<file path="src/rtl/pmp_access_checker_pkg.sv">
// Shared types and constants for the sequential PMP access checker.
package pmp_access_checker_pkg;

  typedef enum logic [1:0] {
    PMP_OFF   = 2'b00,
    PMP_TOR   = 2'b01,
    PMP_NA4   = 2'b10,
    PMP_NAPOT = 2'b11
  } pmp_amode_t;

  typedef enum logic [1:0] {
    ACC_READ  = 2'b00,
    ACC_WRITE = 2'b01,
    ACC_EXEC  = 2'b10
  } pmp_acc_t;

  typedef enum logic [1:0] {
    CHK_IDLE = 2'b00,
    CHK_SCAN = 2'b01,
    CHK_RESP = 2'b10
  } pmp_chk_state_t;

  localparam int unsigned PMP_L_BIT = 7;
  localparam logic [1:0]  PRIV_M    = 2'b00;

endpackage

</file>
<file path="src/rtl/pmp_access_checker_entry_match.sv">
// Combinational address match and permission decode for one PMP entry.
module pmp_entry_match
  import pmp_access_checker_pkg::*;
(
  input  logic [7:0]  cfg,
  input  logic [31:0] pmpaddr,
  input  logic [31:0] pmpaddr_prev,
  input  logic [31:0] addr,
  input  logic        is_entry0,
  output logic        match,
  output logic        r,
  output logic        w,
  output logic        x,
  output logic        l
);

  pmp_amode_t  amode;
  logic [31:0] lower;
  logic [31:0] napot_mask;
  logic        unused_cfg_bits;

  assign unused_cfg_bits = ^cfg[6:5];

  always_comb begin
    amode = pmp_amode_t'(cfg[4:3]);
    lower = is_entry0 ? 32'd0 : pmpaddr_prev;
    // x ^ (x + 1) sets the trailing-ones run plus the first zero; all-ones yields an all-zero mask
    napot_mask = ~(pmpaddr ^ (pmpaddr + 32'd1));
    case (amode)
      PMP_TOR:   match = (lower < pmpaddr) && (addr >= lower) && (addr < pmpaddr);
      PMP_NA4:   match = (addr == pmpaddr);
      PMP_NAPOT: match = ((addr ^ pmpaddr) & napot_mask) == 32'd0;
      default:   match = 1'b0;
    endcase
    r = cfg[0];
    w = cfg[1] & cfg[0];
    x = cfg[2];
    l = cfg[PMP_L_BIT];
  end

endmodule

</file>
<file path="config.mk">
export PLATFORM = sky130hd
export DESIGN_NAME = pmp_entry_match
export DESIGN_NICKNAME = d
export VERILOG_FILES = /design/src/rtl/pmp_access_checker_pkg.sv /design/src/rtl/pmp_access_checker_entry_match.sv
export SDC_FILE = /design/constraint.sdc
export NUM_CORES = 1
export LEC_CHECK = 0
export CORE_AREA = 4 4 114 116
export DETAILED_ROUTE_END_ITERATION = 10
export DIE_AREA = 0 0 118 120
export GPL_ROUTABILITY_DRIVEN = 0
export GPL_TIMING_DRIVEN = 1
export PLACE_DENSITY = 0.61
export SYNTH_ARGS = -nofsm -noshare
export SYNTH_HDL_FRONTEND = slang
export SYNTH_SLANG_ARGS = --single-unit
</file>
<file path="constraint.sdc">
create_clock -name vclk -period 6
set_input_delay 1.2 -clock vclk [all_inputs]
set_output_delay 1.2 -clock vclk [all_outputs]
set_load 0.02 [all_outputs]
</file>
==> flow_summary_export.csv <==
group,metric,value,unit
timing,timing_hold_violations_final,0,
power_and_ir_drop,peakVddDrop,29.6,uV
critical_path,worst_setup_path_start_kind,"primary input",
logic_synthesis,postSynthNetCount,616,
critical_path,path_max_fanout,6,
critical_path,worstPathCellList,"clkdlybuf4s50_1 > and4_1 > and4_1 > a41oi_1 > or4_1 > nor4_1 > nand4_1 > a311oi_1 > buf_4 > clkdlybuf4s50_1",
final_layout,drive_above_1_share,2.50,%
critical_path,cpMaxStageDelayCell,"sky130_fd_sc_hd__clkdlybuf4s50_1",
worst_hold_path,min_path_cells,0,
logic_synthesis,number_of_instances_in_the_synthesized_netlist,415,
final_layout,area_growth,42.9,%
global_routing,grt_util_all_layers,14.2,%
timing,final_min_period_over_clock_period,97.6,%
power_and_ir_drop,p_int,0.142,mW
critical_path,endpoint_kind,"output pin",
critical_path,critPathKind,"in -> out",
logic_synthesis,syn-mean-instance-area,7.13,um2
timing,setup_viol_count_final,0,
global_routing,grt_pass1_vias,3684,
floorplanning,floorplan.die_area,0.0142,mm2
run_status,run_status,"completed",
logic_synthesis,post_synth_instance_area,0.00296,mm2
placed_design,placed_area,0.00422,mm2
final_layout,antenna-diode-count,0,
global_routing,final_global_route_overflow_total,0,
critical_path,timing.critical_path.required,4.80,ns
flow_run,max_cap_violations,0,
timing,period_needed,5.86,ns
final_layout,seqCellArea,0,um2
timing,max-slew-margin-rel,64.4,%
routing,drt-total-wl,10300,um
logic_synthesis,post-synth-top-area-cell,"sky130_fd_sc_hd__ha_1",
worst_hold_path,timing.hold.worst.start,"cfg[7]",
global_routing,grt_start_max_net_pins,33,
floorplanning,core_region_area,0.0119,mm2
final_layout,flops_and_latches,0,
power_and_ir_drop,design_power_total,0.273,mW
routing,drt.antenna.violating_nets,0,
logic_synthesis,seq_area_frac_synth,0,%
routing,route.detailed.wl_per_inst,15.4,um
power_and_ir_drop,power.share.clock,0,%
logic_synthesis,leading_post_synthesis_cells_by_cell_area,"sky130_fd_sc_hd__ha_1 (41%), sky130_fd_sc_hd__inv_1 (8.0%), sky130_fd_sc_hd__a21oi_1 (7.4%)",
power_and_ir_drop,switching_share,48.0,%
final_layout,multiInputGateArea,0.00268,mm2
routing,route.detailed.drc,0,
critical_path,critical_path.max_stage_delay,0.59,ns
final_layout,nNetsFinal,724,
timing,sum_of_negative_setup_slack,0,ns
final_layout,final_cell_mix,"sky130_fd_sc_hd__clkdlybuf4s50_1 (103), sky130_fd_sc_hd__ha_1 (96), sky130_fd_sc_hd__inv_1 (63)",
global_routing,antenna_found_initial,0,
global_routing,grt_first_pass_wirelength,17200,um
routing,vias_per_cell,5.13,
critical_path,cp_data_arrival_time,4.66,ns
routing,drt-initial-drc-count,175,
placed_design,numPortBuffers,104,
timing,timing.fmax,171,MHz
floorplanning,initial_utilization,24.8,%
floorplanning,rows,40,
timing,max_slew.worst_pin.slew,0.528,ns
routing,via_count,3427,
floorplanning,floorplan.die.height,120,um
clocking,cts_hold_repair.buffers,0,
timing,rsz0062_at_grt,"false",
power_and_ir_drop,power.share.sequential,0,%
routing,detail_route.first_pass.iterations,4,
power_and_ir_drop,power.density,64.6,mW/mm2
power_and_ir_drop,leakagePower,2.08,nW
final_layout,filler_cell_count,1228,
worst_hold_path,worst_hold_path.endpoint,"l",
final_layout,layout_commonest_cell,"sky130_fd_sc_hd__clkdlybuf4s50_1",
power_and_ir_drop,combPwrFrac,100.0,%
timing,final_max_slew_viol_count,0,
power_and_ir_drop,power_switching,0.131,mW
logic_synthesis,yosys.area.top_type_share,40.6,%
final_layout,final_area,0.00423,mm2
logic_synthesis,yosys.cell_types.count,43,
final_layout,clock_buffers,0,
floorplanning,pin_count,110,
logic_synthesis,yosys_warnings,0,
worst_hold_path,worstHoldPathType,"in -> out",
floorplanning,chipWidth,118,um
placed_design,detailedPlacementHpwl,9450,um
[cells in the mapped netlist (3+ instances only)]
cell type,count
sky130_fd_sc_hd__ha_1,96
sky130_fd_sc_hd__inv_1,63
sky130_fd_sc_hd__a21oi_1,44
sky130_fd_sc_hd__nand2b_1,33
sky130_fd_sc_hd__nand2_1,26
sky130_fd_sc_hd__nor2_1,16
sky130_fd_sc_hd__nand4_1,15
sky130_fd_sc_hd__o21ai_0,15
sky130_fd_sc_hd__and4_1,12
sky130_fd_sc_hd__a31oi_1,10
sky130_fd_sc_hd__nand3_1,10
sky130_fd_sc_hd__a21o_1,8
sky130_fd_sc_hd__nor3_1,8
sky130_fd_sc_hd__nor4_1,8
sky130_fd_sc_hd__nor2b_1,6
sky130_fd_sc_hd__buf_4,4
sky130_fd_sc_hd__a2111oi_0,3
sky130_fd_sc_hd__and2_1,3
sky130_fd_sc_hd__clkbuf_1,3
[critical path: cells and delay by family]
family | cells | cell delay, ns
compound gates | 2 | 0.45
buf+inv | 3 | 1.32
simple gates | 5 | 1.67
[stage by stage]
step | worst slack [ns] | cells | hold slack, ns | util (%)
final | 0.144 | 668 | 2.40 | 35.5
after global routing | 0.0491 | 668 | 2.40 | 35.5
after CTS | 0.172 | 668 | 2.40 | 35.4
after detailed placement | 0.193 | 668 | 2.40 | 35.4
after global placement | 0.232 | 668 | 2.40 | 35.4
after floorplan | 1.39 | 415 | 2.51 | -
[worst max path at each step]
stage,startpoint,to,slack (ns)
2_1_floorplan,is_entry0,match,1.39
3_3_place_gp,pmpaddr[2],match,0.23
3_5_place_dp,pmpaddr[2],match,0.19
4_1_cts,pmpaddr[2],match,0.17
5_1_grt,pmpaddr[9],match,0.05
6_report,pmpaddr[9],match,0.14
[kinds of logic after synthesis]
| logic type | Yosys count | share of synthesized area (%) |
|---|---|---|
| compound gates | 106 | 22.7 |
| xor+xnor | 1 | 0.296 |
| fa+ha+maj | 96 | 40.6 |
| buf+inv | 70 | 9.39 |
| simple gates | 142 | 27.0 |
[power by group through the flow]
stage          sequential [mW]  combinational [mW]  clock, mW
6_report                     0               0.273          0
5_1_grt                      0               0.309          0
4_1_cts                      0               0.274          0
3_5_place_dp                 0               0.272          0
3_3_place_gp                 0               0.264          0
2_1_floorplan                0               0.145          0
[layer usage]
metal,vias to the layer above,wire length (um),GRT usage (%)
met4,0,110,1.39
met1,1556,4730,18.6
met3,10,525,1.51
li1,1755,-,-
met5,-,0,0
met2,106,4940,25.9
[layout make-up]
type               instances  area share (%)
multi-input cells        345            63.5
repair buffers           113            26.6
inverters                 63            5.60
well taps                147            4.35
[what timing repair did]
item	CTS	global route
setup buffers	0	0
hold endpoints to repair	0	0
endpoints found under the setup margin	0	1
gates resized for setup	0	2
Power figures use the tool's default switching activity.
